**src/rtl/i2c_slave_core.sv**
```systemverilog
// i2c_slave_core: I2C slave that ACKs its address, streams write bytes out and read bytes in
module i2c_slave_core #(
  parameter logic [6:0] SLAVE_ADDR  = 7'h42,
  parameter int         SYNC_STAGES = 2
) (
  input  logic       clk,
  input  logic       rst_n,
  input  logic       scl_i,
  input  logic       sda_i,
  output logic       sda_o,
  output logic       wr_valid,
  output logic [7:0] wr_data,
  output logic       rd_req,
  input  logic [7:0] rd_data,
  output logic       busy
);
  typedef enum logic [2:0] {IDLE, ADDR, ADDR_ACK, WR_DATA, WR_ACK, RD_DATA, RD_ACK, IGNORE} state_t;
  state_t state_q, state_d;
  logic [SYNC_STAGES-1:0] scl_sync_q, sda_sync_q;
  logic scl_prev_q, sda_prev_q;
  logic [3:0] cnt_q, cnt_d;
  logic [7:0] shift_q, shift_d, wr_data_q, wr_data_d;
  logic sda_o_q, sda_o_d, wr_valid_q, wr_valid_d, rd_req_q, rd_req_d, busy_q, busy_d, rw_q, rw_d;
  logic scl_s, sda_s, scl_rise, scl_fall, start_det, stop_det;
  logic [7:0] shift_in;
  assign scl_s     = scl_sync_q[SYNC_STAGES-1];
  assign sda_s     = sda_sync_q[SYNC_STAGES-1];
  assign scl_rise  = scl_s & ~scl_prev_q;
  assign scl_fall  = ~scl_s & scl_prev_q;
  assign start_det = scl_s & scl_prev_q & sda_prev_q & ~sda_s;
  assign stop_det  = scl_s & scl_prev_q & ~sda_prev_q & sda_s;
  assign shift_in  = {shift_q[6:0], sda_s};
  assign sda_o     = sda_o_q;
  assign wr_valid  = wr_valid_q;
  assign wr_data   = wr_data_q;
  assign rd_req    = rd_req_q;
  assign busy      = busy_q;
  // Bus synchronizers and edge registers, preset high so reset release looks like an idle bus
  always_ff @(posedge clk or negedge rst_n) begin
    if (!rst_n) begin
      scl_sync_q <= '1;
      sda_sync_q <= '1;
      scl_prev_q <= 1'b1;
      sda_prev_q <= 1'b1;
    end else begin
      scl_sync_q <= {scl_sync_q[SYNC_STAGES-2:0], scl_i};
      sda_sync_q <= {sda_sync_q[SYNC_STAGES-2:0], sda_i};
      scl_prev_q <= scl_s;
      sda_prev_q <= sda_s;
    end
  end
  // Protocol state and datapath registers
  always_ff @(posedge clk or negedge rst_n) begin
    if (!rst_n) begin
      state_q    <= IDLE;
      cnt_q      <= '0;
      shift_q    <= '0;
      wr_data_q  <= '0;
      sda_o_q    <= 1'b1;
      wr_valid_q <= 1'b0;
      rd_req_q   <= 1'b0;
      busy_q     <= 1'b0;
      rw_q       <= 1'b0;
    end else begin
      state_q    <= state_d;
      cnt_q      <= cnt_d;
      shift_q    <= shift_d;
      wr_data_q  <= wr_data_d;
      sda_o_q    <= sda_o_d;
      wr_valid_q <= wr_valid_d;
      rd_req_q   <= rd_req_d;
      busy_q     <= busy_d;
      rw_q       <= rw_d;
    end
  end
  // Next state: START/STOP override everything, otherwise bit-level progress on SCL edges
  always_comb begin
    state_d    = state_q;
    cnt_d      = cnt_q;
    shift_d    = shift_q;
    wr_data_d  = wr_data_q;
    sda_o_d    = sda_o_q;
    wr_valid_d = 1'b0;
    rd_req_d   = 1'b0;
    busy_d     = busy_q;
    rw_d       = rw_q;
    if (start_det) begin
      state_d = ADDR;
      cnt_d   = '0;
      sda_o_d = 1'b1;
      busy_d  = 1'b0;
    end else if (stop_det) begin
      state_d = IDLE;
      cnt_d   = '0;
      sda_o_d = 1'b1;
      busy_d  = 1'b0;
    end else begin
      case (state_q)
        ADDR: if (scl_rise) begin
          shift_d = shift_in;
          cnt_d   = cnt_q + 4'd1;
          if (cnt_q == 4'd7) begin
            cnt_d = '0;
            if (shift_in[7:1] == SLAVE_ADDR) begin
              state_d = ADDR_ACK;
              busy_d  = 1'b1;
              rw_d    = shift_in[0];
            end else state_d = IGNORE;
          end
        end
        ADDR_ACK, WR_ACK: if (scl_fall) begin
          if (cnt_q == 4'd0) begin
            sda_o_d = 1'b0;
            cnt_d   = 4'd1;
          end else begin
            sda_o_d  = 1'b1;
            cnt_d    = '0;
            rd_req_d = (state_q == ADDR_ACK) && rw_q;
            state_d  = ((state_q == ADDR_ACK) && rw_q) ? RD_DATA : WR_DATA;
          end
        end
        WR_DATA: if (scl_rise) begin
          shift_d = shift_in;
          cnt_d   = cnt_q + 4'd1;
          if (cnt_q == 4'd7) begin
            cnt_d      = '0;
            wr_data_d  = shift_in;
            wr_valid_d = 1'b1;
            state_d    = WR_ACK;
          end
        end
        RD_DATA: if (rd_req_q) begin
          shift_d = rd_data;
          sda_o_d = rd_data[7];
          cnt_d   = '0;
        end else if (scl_rise) cnt_d = cnt_q + 4'd1;
        else if (scl_fall) begin
          if (cnt_q == 4'd8) begin
            sda_o_d = 1'b1;
            cnt_d   = '0;
            state_d = RD_ACK;
          end else begin
            shift_d = shift_q << 1;
            sda_o_d = shift_q[6];
          end
        end
        RD_ACK: if (scl_rise) begin
          shift_d = shift_in;
          cnt_d   = 4'd1;
        end else if (scl_fall && cnt_q == 4'd1) begin
          cnt_d    = '0;
          rd_req_d = ~shift_q[0];
          state_d  = shift_q[0] ? IGNORE : RD_DATA;
        end
        default: ;
      endcase
    end
  end
endmodule

```
**config.mk**
```make
export PLATFORM = sky130hd
export DESIGN_NAME = i2c_slave_core
export DESIGN_NICKNAME = d
export VERILOG_FILES = /design/src/rtl/i2c_slave_core.sv
export SDC_FILE = /design/constraint.sdc
export NUM_CORES = 1
export LEC_CHECK = 0
export BUFFER_PORTS_ARGS = -buffer_cell sky130_fd_sc_hd__buf_4
export CORE_MARGIN = 8
export CORE_UTILIZATION = 29
export DETAILED_ROUTE_END_ITERATION = 6
export GPL_TIMING_DRIVEN = 0
export HOLD_SLACK_MARGIN = 0.05
export SYNTH_ARGS = -nofsm -noshare
export SYNTH_HDL_FRONTEND = slang
export SYNTH_SLANG_ARGS = --single-unit
```
**constraint.sdc**
```tcl
create_clock -name clk -period 2.55 [get_ports clk]
set_input_delay 0.765 -clock clk [delete_from_list [all_inputs] [get_ports clk]]
set_output_delay 0.765 -clock clk [all_outputs]
set_load 0.02 [all_outputs]
```
; Word level (Yosys, flattened, before mapping)
; Cells that the tools add are included.
[op_classes]
add_sub_neg = 1
eq_ne = 32
muxes = 64
bitwise_logic = 14
reduce_logical = 21
[op_table]
columns = cell, n
row1 = $mux 3, 16
row2 = $ne 4x4->1 const B, 12
row3 = $mux 4, 11
row4 = $mux 7, 5
row5 = $mux 1, 26
row6 = $pmux 4 s4, 1
row7 = $ne 5x5->1 const B, 3
row8 = $pmux 3 s5, 1
row9 = $pmux 7 s2, 1
row10 = $reduce_and 13->1, 1
row11 = $ne 6x6->1 const B, 2
row12 = $reduce_and 6->1, 2
row13 = $reduce_bool 3->1, 4
row14 = $eq 3x3->1 const B, 3
row15 = $ne 3x3->1 const B, 3
row16 = $reduce_and 4->1, 2
row17 = $and 1x1->1, 7
row18 = $eq 7x7->1 const B, 1
row19 = $not 1->1, 7
row20 = $reduce_and 7->1, 1
row21 = $reduce_bool 7->1, 1
row22 = $eq 3x2->1 const B, 2
row23 = $reduce_bool 6->1, 1
row24 = $reduce_and 5->1, 1
row25 = other kinds (15), 18
[word_totals]
register_bits = 33
output_inout_bits = 12
elab_cells = 145

; Longest topological paths before layout
; Gate-level depths: netlist of the first run.
[depth]
depth_word = 8
mapped_depth = 7
depth_no_buf = 7

; Worst setup path before layout of the first run
; OpenSTA, ideal clock, no wires.
[synth_timing]
kind = register to register
from = register scl_prev_q
to = register cnt_q[3]
arrival_ns = 1.800
t_required_ns = 2.426
path_slack_ns = 0.626
path_stages_with_launch = 7
path_buffers = 1
period_less_slack_ns = 1.924
path_cell_list = dfstp_2 > buf_2 > nor4b_2 > a21oi_1 > o31a_1 > or2_4 > a211o_1
[synth_via]
elab_chain_len = 7
word_cells_on_any_way = 22
classes_between = eq/ne (5) / mux (6) / bitwise (8) / reduce/logical (3)
[synth_lines]
columns = element, line_no
row1 = start: declaration, 20  ; logic scl_prev_q, sda_prev_q;
row2 = start signal: assignment, 48  ; scl_prev_q <= scl_s;
row3 = $not 1->1, 28  ; assign scl_rise = scl_s & ~scl_prev_q;
row4 = $and 1x1->1, 28
row5 = $mux 4, 136  ; end else if (scl_rise) cnt_d = cnt_q + 4'd1;
row6 = $mux 4, 132  ; RD_DATA: if (rd_req_q) begin
row7 = $pmux 4 s4, 98  ; case (state_q)
row8 = $mux 4, 92  ; end else if (stop_det) begin
row9 = $mux 4, 87  ; if (start_det) begin
row10 = end signal: assignment, 66  ; cnt_q <= cnt_d;
row11 = end: declaration, 21  ; logic [3:0] cnt_q, cnt_d;
; Parallel ways exist; a longest one is shown, timed or not.
; A chain may end at the register's enable or synchronous reset.

; Final worst setup path of the first run
[layout_timing]
from = register sda_sync_q[1]
to = register cnt_q[3]
[layout_via]
elab_chain_len = 4
word_cells_on_any_way = 12
classes_between = eq/ne (5) / mux (2) / bitwise (3) / reduce/logical (2)
[layout_lines]
columns = element, line_no
row1 = start: declaration, 19  ; logic [SYNC_STAGES-1:0] scl_sync_q, sda_sync_q;
row2 = start signal: assignment, 47  ; sda_sync_q <= {sda_sync_q[SYNC_STAGES-2:0], sda_i};
row3 = $not 1->1, 30  ; assign start_det = scl_s & scl_prev_q & sda_prev_q & ~sda_s;
row4 = $and 1x1->1, 30
row5 = $ne 6x6->1 (no line) (tied with other cells), --
row6 = $reduce_and 6->1 (no line), --
; Parallel ways exist; a longest one is shown, timed or not.

==> metrics, run 1 <==
post-synth net total=203; final WL=4690 µm; ys flop type=dfrtp_1; Die Ht=98.3 µm; register bit total from synthesis=33; DRT Pass-1 Iters=4; Clock Pin Slew Worst Setup and Hold Paths=0.08 ns; Vias=1547; number of port buffers=23; Die ar.=0.00965 mm²; IO Pins=24; setup ws final=0.339 ns; clk buf depth=2; Core ar.=0.00668 mm²; leakage power=1.07 nW; initial antenna violation count=0; Worst setup EP type=flop; Yosys Warn Count=0; Site Rows=30; clk_skew=0.0133 ns; gpl congestion=0.849; Setup Fix Bufs, Post-CTS=0; unrepaired setup endpoints after global routing=false; Num CTS Buffers=5; min cycle time layout=2.21 ns; vias in the first global route=1691; clk sink count=33; relative slew slack=62.0%; Power Dens Cells=936 mW/mm²; DP Wirelength=3390 µm; total global routing overflow=0; WP data required=2.72 ns; post-cts sizing count=0; fin crit share=86.7%; Setup TNS=0 ns; design area=0.00233 mm²; Slew Viols, Final=0; share of flip-flops with an asynchronous set or reset=100%; CTS root buf=clkbuf_8; Post-synth EDFFs=0; Clock Latency Late Sink=0.28 ns; Synth Instances=188; setup violators final=0; cts hold-fix bufs=0; number of hold violations in the final report=0; Worst VDD drop=0.406 mV; starting density of the core=29.4%; r2r setup slk=0.34 ns; Via density=5.17; htree depth=2; layout cells sized above 1=34.7%; post-layout power=2.18 mW; total track usage=10.2%; # diodes=0; DR iter-0 viols=124; Hold Crit Class=reg -> reg; post-synth cell types=56; Syn Area/Cell=10.4 µm²; wire per inst=15.7 µm; worst slack, placed=0.326 ns; Layout area overhead=18.7%; transition time of the tightest slew-check pin=0.568 ns; Syn Std Cell Area=0.00196 mm²; fmax=452 MHz; Antenna Nets Post-Route=0; Startpoint Class=flop; global-route wire length before repair=8070 µm; Cell Area, Placed=0.00223 mm²; Arrival @ worst endpoint=2.38 ns; CTS tree=done; sequential fraction of the synthesis area=42.5%; final std cells w/o fill=299; CP max FO=7; Final Net Count=233; Max Cap Violations=0; status=finished, final reports clean; DRC Markers=0; # placed instances=291; Die Wd=98.3 µm; CP Class=reg -> reg; largest net degree at the start of global routing=34
[final timing paths]
check | from | end | depth (start not counted)
worst min register to register | scl_sync_q[0] | scl_sync_q[1] | 0
min in group asynchronous | rst_n | shift_q[3] | 1
max in group asynchronous | rst_n | sda_prev_q | 1
worst max-delay path | sda_sync_q[1] | cnt_q[3] | 6
worst min-delay path | scl_sync_q[0] | scl_sync_q[1] | 0
worst max register to register | sda_sync_q[1] | cnt_q[3] | 6
[power by group]
part           internal, mW  switching, mW
clock                 0.219          0.192
combinational         0.497          0.565
sequential            0.620         0.0851
[layer usage]
metal	vias to the layer above	track usage, %	routed length (µm)
li1	750	-	-
met4	0	2.83	32
met3	3	3.06	264
met1	754	12.4	2250
met2	40	16.8	2140
met5	-	0	0
[state kept, by name (all words and copies together), names as in the netlist]
signal	count
rd_req	1
shift_q	7
sda_sync_q	2
scl_sync_q	2
state_q	3
busy	1
rw_q	1
wr_valid	1
wr_data	8
cnt_q	4
sda_prev_q	1
sda_o	1
scl_prev_q	1
[critical path, cell delays in order, from the launching register on]
cell and delay, ns:
dfstp_2 0.53, buf_2 0.18, xor2_1 0.27, nand3_1 0.31, o311a_1 0.25, or2_4 0.27, a211o_1 0.30
[cells in the mapped netlist, drive strengths merged, types with 2 or more instances]
cell | count | share of area [%]
nand4b | 2 | 0.89
inv | 6 | 1.1
nor4b | 2 | 1.2
nand2b | 4 | 1.3
nand3b | 2 | 0.77
nand2 | 8 | 1.5
clkbuf | 3 | 0.57
mux2 | 23 | 13
xor2 | 2 | 0.89
or4b | 2 | 1.0
dfrtp | 26 | 33
xnor2 | 2 | 0.89
o21bai | 2 | 0.77
a21boi | 3 | 1.1
o22ai | 7 | 2.2
o311ai | 2 | 0.89
nor2 | 11 | 2.2
and3b | 5 | 2.2
mux2i | 2 | 1.0
nor3 | 3 | 0.77
nand3 | 7 | 1.8
buf | 8 | 2.5
dfstp | 7 | 9.4
and3 | 2 | 0.64
a21oi | 5 | 1.3
o21ai | 12 | 3.3
nor2b | 5 | 1.6
or2 | 2 | 0.77
ha | 3 | 1.9
[logic make-up after synthesis]
group,count (synthesis),synth area share [%]
xor gates and xnor gates,4,1.79
buffers and inverters,17,4.21
muxes,25,14.2
DFF,33,42.5
adders and majority gates,3,1.91
AOI/OAI and AO/OA,44,15.4
and+or+nand+nor,62,19.9
[cell type report]
| type | count | area, µm² |
|---|---|---|
| Timing Repair Buffer | 23 | 173 |
| Sequential cell | 33 | 835 |
| Inverter | 6 | 22.5 |
| Buffer | 11 | 60.1 |
| Tap cell | 80 | 100 |
| Fill cell | 666 | 4350 |
| Multi-Input combinational cell | 138 | 1040 |
| Clock inverter | 1 | 7.51 |
| Clock buffer | 7 | 86.3 |
[through the flow]
stage | hold WS [ns] | utilization (%)
floorplan | 0.345 | -
global placement | 0.346 | 33.4
detailed placement | 0.349 | 33.4
CTS | 0.359 | 34.9
global route | 0.364 | 34.9
finish | 0.356 | 34.9
[cells in the final DEF, fill, tap and decap left out, types with 6 or more instances in the layout]
cell type	count
dfrtp_1	26
buf_4	24
mux2_2	23
o21ai_0	11
nor2_1	10
nand2_1	8
nand3_1	7
o22ai_1	7
dfstp_2	7
inv_1	6
buf_2	6
clkbuf_8	6
No activity file was read; power rests on OpenSTA's default activity.
==> inputs of run 2 (changes only) <==
--- a/config.mk
+++ b/config.mk
@@ -12,4 +12,5 @@
 export GPL_TIMING_DRIVEN = 0
 export HOLD_SLACK_MARGIN = 0.05
+export PLACE_DENSITY = 0.54
 export SYNTH_ARGS = -nofsm -noshare
 export SYNTH_HDL_FRONTEND = slang
==> constraint.sdc (replaced) <==
create_clock -name clk -period 2.55 [get_ports clk]
set_input_delay 0.255 -clock clk [delete_from_list [all_inputs] [get_ports clk]]
set_output_delay 0.255 -clock clk [all_outputs]
set_load 0.02 [all_outputs]
==> run 2 against run 1 <==
Clock skew decreased by 0.0049 ns. Highest routed layer unchanged. Cell area grew 0.43%. Sequential share of layout area fell by 0.15 points. Sequential power barely moved. Fmax is 0.62% lower. Core utilization is 0.15 points higher. Total power is 0.34% higher. Combinational power about the same. Via count rose by 1.6%. Clock power increased by 1%. Wire length increased by 0.90%.
==> metrics, run 2 (synthesis results as in run 1) <==
status=finished, final reports clean (unchanged); Clock Pin Slew Worst Setup and Hold Paths=0.06 ns (was 0.08 ns); Final Net Count=234 (was 233); DP Wirelength=3380 µm (was 3390 µm); gpl congestion=0.841 (was 0.849); number of port buffers=23 (unchanged); CP Class=reg -> reg (unchanged); global-route wire length before repair=8230 µm (was 8070 µm); number of hold violations in the final report=0 (unchanged); leakage power=1.08 nW (was 1.07 nW); post-cts sizing count=0 (unchanged); Setup Fix Bufs, Post-CTS=0 (unchanged); multi-input logic area=0.00104 mm² (unchanged); relative slew slack=60.4% (was 62.0%); final WL=4730 µm (was 4690 µm); hold path cells=1 (was 0); Worst setup EP type=flop (unchanged); met1 usage=12.9% (was 12.4%); Hold Crit Class=in -> reg (was reg -> reg); DRC Markers=0 (unchanged); r2r setup slk=0.32 ns (was 0.34 ns); WP data required=2.72 ns (about the same); initial antenna violation count=0 (unchanged); total global routing overflow=0 (unchanged); # fillers=712 (was 666); fmax=449 MHz (was 452 MHz); Max Cap Violations=0 (unchanged); vias in the first global route=1693 (was 1691); layout cells sized above 1=34.5% (was 34.7%); clk buf depth=2 (unchanged); total track usage=10.4% (was 10.2%); Arrival @ worst endpoint=2.39 ns (was 2.38 ns); fin crit share=87.3% (was 86.7%); unrepaired setup endpoints after global routing=false (unchanged); setup ws final=0.325 ns (was 0.339 ns); transition time of the tightest slew-check pin=0.592 ns (was 0.568 ns); Die ar.=0.00965 mm² (unchanged); Crit Reg-Reg Endpoint=wr_data[0] (was cnt_q[3]); DR iter-0 viols=69 (was 124); cts hold-fix bufs=1 (was 0); register area=835 µm² (unchanged); Clock Latency Late Sink=0.29 ns (was 0.28 ns); GRT Max-Usage Layer=met2 (unchanged); Startpoint Class=flop (unchanged); worst slack, placed=0.343 ns (was 0.326 ns); Die Ht=98.3 µm (unchanged); # diodes=0 (unchanged); CTS tree=done (unchanged); max reg flops=8 (unchanged); clk sink count=33 (unchanged); Core ar.=0.00668 mm² (unchanged); Die Wd=98.3 µm (unchanged); CP max FO=10 (was 7); most frequent cells in the layout=dfrtp_1 (26), buf_4 (24), mux2_2 (23) (unchanged); Vias=1571 (was 1547); DRT Pass-1 Iters=4 (unchanged); IO Pins=24 (unchanged); FF-to-FF Start=scl_sync_q[1] (was sda_sync_q[1]); most common cell after layout, fill and taps aside=dfrtp_1 (unchanged); min cycle time layout=2.23 ns (was 2.21 ns); GR Util met2=16.6% (was 16.8%); utilization after layout=35.0% (was 34.9%); Slew Viols, Final=0 (unchanged); CTS root buf=clkbuf_8 (unchanged); largest net degree at the start of global routing=34 (unchanged); Layout area overhead=19.2% (was 18.7%); starting density of the core=29.4% (unchanged); Hold Path End=scl_sync_q[0] (was scl_sync_q[1]); Power Dens Cells=935 mW/mm² (was 936 mW/mm²); Setup TNS=0 ns (unchanged); Hold Startpoint=scl_i (was scl_sync_q[0]); cells on worst reg2reg path=5 (was 6); clk_skew=0.00834 ns (was 0.0133 ns); Antenna Nets Post-Route=0 (unchanged); htree depth=2 (unchanged); met3 Use GR=3.56% (was 3.06%); Via density=5.24 (was 5.17); Num CTS Buffers=5 (unchanged); Site Rows=30 (unchanged); Worst VDD drop=0.284 mV (was 0.406 mV); wire per inst=15.8 µm (was 15.7 µm); setup violators final=0 (unchanged)
[run 2: cell types whose count changed in the layout (fill, tap and decap cells not counted)]
cell,previous run,this run
dlygate4sd3_1,0,1
[run 2: where the power goes]
part	switching [mW]	internal, mW	total, mW
clock network	0.197	0.219	0.416
registers	0.0846	0.620	0.705
logic	0.567	0.499	1.07
total	0.848	1.34	2.19
[run 2: stage by stage]
step	power, mW	std cells	hold slack, ns	cell area [µm²]
2_1_floorplan	1.53	188	-0.0406	1960
4_1_cts	2.20	300	0.0677	2340
3_5_place_dp	1.78	291	0.223	2230
3_3_place_gp	1.77	291	0.226	2230
5_1_grt	2.37	300	0.0578	2340
6_report	2.19	300	0.0772	2340
[run 2: critical path: stages (launching register included)]
cell,delay (ns)
dfstp_2,0.54
buf_6,0.14
nor2b_1,0.13
clkbuf_1,0.29
nand4_1,0.55
mux2_2,0.47
[run 2: final cells by class]
| type | count | share of cell area [%] |
|---|---|---|
| flip-flops and latches | 33 | 35.7 |
| clock buffers | 7 | 3.69 |
| inverters | 6 | 0.963 |
| clock inverters | 1 | 0.321 |
| multi-input cells | 138 | 44.7 |
| repair buffers | 24 | 7.81 |
| plain buffers | 11 | 2.57 |
| well taps | 80 | 4.28 |
[run 2: worst max path at each step]
stage / from / endpoint / slack, ns / cells after the start
6_report: scl_sync_q[1] / wr_data[0] / 0.32 / 5
5_1_grt: scl_sync_q[1] / wr_data[6] / 0.17 / 5
4_1_cts: scl_sync_q[1] / wr_data[0] / 0.34 / 5
3_5_place_dp: scl_sync_q[1] / wr_data[6] / 0.34 / 5
3_3_place_gp: scl_sync_q[1] / wr_data[3] / 0.33 / 5
2_1_floorplan: scl_prev_q / cnt_q[3] / 0.63 / 6
[run 2: metal layers]
layer	share of wire [%]	routed length, µm
met4	1.3	60
met5	0	0
met3	5.9	278
met2	46	2190
met1	47	2200
==> inputs of run 3 (changes only) <==
- CORE_ASPECT_RATIO: default -> 0.75
- REMOVE_ABC_BUFFERS: default -> 1
==> run 3 against run 2 <==
Hold slack worse by 0.013 ns. Via count down 2.2%. Clock skew decreased by 0.0046 ns. Register-to-register slack lost 0.10 ns. Total power shrank 1.1%. Largest cell class unchanged. Wire length is 2.0% lower. Critical path depth decreased by 1. Die area rose by 0.28%. First-iteration DRC count rose by 41%. Global-route usage shrank 0.47 points. Cell area fell by 1.8%. Core utilization fell by 0.57 points.
==> metrics, run 3 (synthesis results as in run 1) <==
status=finished, final reports clean (unchanged); Via density=5.22 (was 5.24); Setup Fix Bufs, Post-CTS=0 (unchanged); Crit Reg-Reg Endpoint=shift_q[1] (was wr_data[0]); FF-to-FF Start=state_q[0] (was scl_sync_q[1]); Arrival @ worst endpoint=2.51 ns (was 2.39 ns); register area=835 µm² (unchanged); Final Net Count=224 (was 234); Startpoint Class=flop (unchanged); Critical Path Sink=shift_q[1] (was wr_data[0]); Clock Pin Slew Worst Setup and Hold Paths=0.07 ns (was 0.06 ns); post-cts sizing count=0 (unchanged); starting density of the core=29.4% (about the same); Cell Area, Placed=0.00218 mm² (was 0.00223 mm²); Worst setup EP type=flop (unchanged); DRC Markers=0 (unchanged); fmax=430 MHz (was 449 MHz); met1 usage=13.3% (was 12.9%); gpl congestion=0.870 (was 0.841); unrepaired setup endpoints after global routing=false (unchanged); Sw Ratio=39.7% (was 38.8%); multi-input logic area=0.00104 mm² (unchanged); Core ar.=0.00667 mm² (was 0.00668 mm²); cells on worst reg2reg path=4 (was 5); vias in the first global route=1535 (was 1693); setup violators final=0 (unchanged); fin crit share=91.3% (was 87.3%); Comb pwr share=42.0% (was 48.7%); WP data required=2.73 ns (was 2.72 ns); leakage power=1.05 nW (was 1.08 nW); Hold Crit Class=in -> reg (unchanged); Power Dens Cells=942 mW/mm² (was 935 mW/mm²); Num CTS Buffers=5 (unchanged); clk_skew=0.00370 ns (was 0.00834 ns); CP max-delay cell=dfrtp_1 (was nand4_1); Max Cap Violations=0 (unchanged); Clock Latency Late Sink=0.29 ns (about the same); total track usage=9.91% (was 10.4%); setup ws final=0.222 ns (was 0.325 ns); Slew Viols, Final=0 (unchanged); CTS root buf=clkbuf_8 (unchanged); most common cell after layout, fill and taps aside=dfrtp_1 (unchanged); Vias=1536 (was 1571); max reg flops=8 (unchanged); Worst VDD drop=0.371 mV (was 0.284 mV); relative slew slack=56.3% (was 60.4%); most frequent cells in the layout=dfrtp_1 (26), mux2_2 (23), buf_4 (23) (was dfrtp_1 (26), buf_4 (24), mux2_2 (23)); Die ar.=0.00968 mm² (was 0.00965 mm²); Layout area overhead=17.0% (was 19.2%); Site Rows=26 (was 30); DRT Pass-1 Iters=4 (unchanged); Slowest Stage Delay on Critical Path=0.74 ns (was 0.55 ns); CP Class=reg -> reg (unchanged); number of hold violations in the final report=0 (unchanged); NetSw=0.859 mW (was 0.848 mW); clock network power share=20.2% (was 19.0%); wire per inst=15.8 µm (about the same); GR Util met2=14.1% (was 16.6%); Die Wd=111 µm (was 98.3 µm); IO Pins=24 (unchanged); clk sink count=33 (unchanged); # fillers=659 (was 712); GRT Max-Usage Layer=met2 (unchanged); worst slack, placed=0.279 ns (was 0.343 ns); Cell Chain, Critical Path=a21boi_1 > o22ai_1 > nor2_2 > mux2_2 (was buf_6 > nor2b_1 > clkbuf_1 > nand4_1 > mux2_2); Die Ht=87.2 µm (was 98.3 µm); CTS tree=done (unchanged); Seq pwr share=37.8% (was 32.2%); Antenna Nets Post-Route=0 (unchanged); cts hold-fix bufs=1 (unchanged); DP Wirelength=3260 µm (was 3380 µm); transition time of the tightest slew-check pin=0.656 ns (was 0.592 ns); htree depth=2 (unchanged); total global routing overflow=0 (unchanged); CP max FO=21 (was 10); DR iter-0 viols=97 (was 69); post-layout power=2.16 mW (was 2.19 mW); initial antenna violation count=0 (unchanged); global-route wire length before repair=7850 µm (was 8230 µm); worst hold margin=0.0644 ns (was 0.0772 ns); final WL=4630 µm (was 4730 µm); clk buf depth=2 (unchanged); min cycle time layout=2.33 ns (was 2.23 ns); number of port buffers=23 (unchanged); largest net degree at the start of global routing=34 (unchanged); met3 Use GR=3.58% (was 3.56%); Setup TNS=0 ns (unchanged); internal power=1.30 mW (was 1.34 mW); # diodes=0 (unchanged); CP Launch Point=state_q[0] (was scl_sync_q[1]); layout cells sized above 1=32.9% (was 34.5%); r2r setup slk=0.22 ns (was 0.32 ns); design area=0.00230 mm² (was 0.00234 mm²)
==> run 3: changes by cell type in the layout (fill, tap and decap cells not counted), sizes merged <==
cell,previous run,this run
buf,31,23
clkinv,0,2
clkinvlp,1,0
clkbuf,10,6
dlygate4sd3,1,2
==> run 3: critical path, delay by kind of cell (launching register included) <==
kind / cells / cell delay, ns
AND/OR/NAND/NOR: 1 / 0.39
flip-flops: 1 / 0.74
AO/OA/AOI/OAI: 2 / 0.69
multiplexers: 1 / 0.38
==> run 3: how the worst min path moves through the flow <==
stage          start  slack, ns             to  cells after the start
6_report       scl_i       0.06  scl_sync_q[0]                      1
5_1_grt        scl_i       0.05  scl_sync_q[0]                      1
4_1_cts        sda_i       0.05  sda_sync_q[0]                      1
3_5_place_dp   rst_n       0.23     wr_data[3]                      1
3_3_place_gp   rst_n       0.23     wr_data[2]                      1
2_1_floorplan  rst_n      -0.04           busy                      0
==> run 3: final cells by class <==
class,count,area share [%]
clock buffer,6,3.60
clock inverter,2,0.599
inverter,6,0.981
multi-input combinational,138,45.5
sequential,33,36.3
tap,84,4.58
timing repair buffer,25,8.39
==> run 3: power groups by stage <==
stage	clock network [mW]	registers [mW]	logic, mW
6_report	0.437	0.817	0.909
3_3_place_gp	0	0.828	0.895
2_1_floorplan	0	0.766	0.717
5_1_grt	0.469	0.844	1.01
4_1_cts	0.447	0.815	0.907
3_5_place_dp	0	0.824	0.895
==> run 3: routing by layer <==
layer	vias up	wire (µm)
li1	729	-
met1	743	2300
met3	8	360
met2	56	1900
met5	-	0
met4	0	63
==> run 3: per-stage QoR <==
step,cells,util (%)
after CTS,293,34.3
after floorplan,177,-
after global placement,284,32.7
after detailed placement,284,32.7
after global routing,294,34.4
final,294,34.4
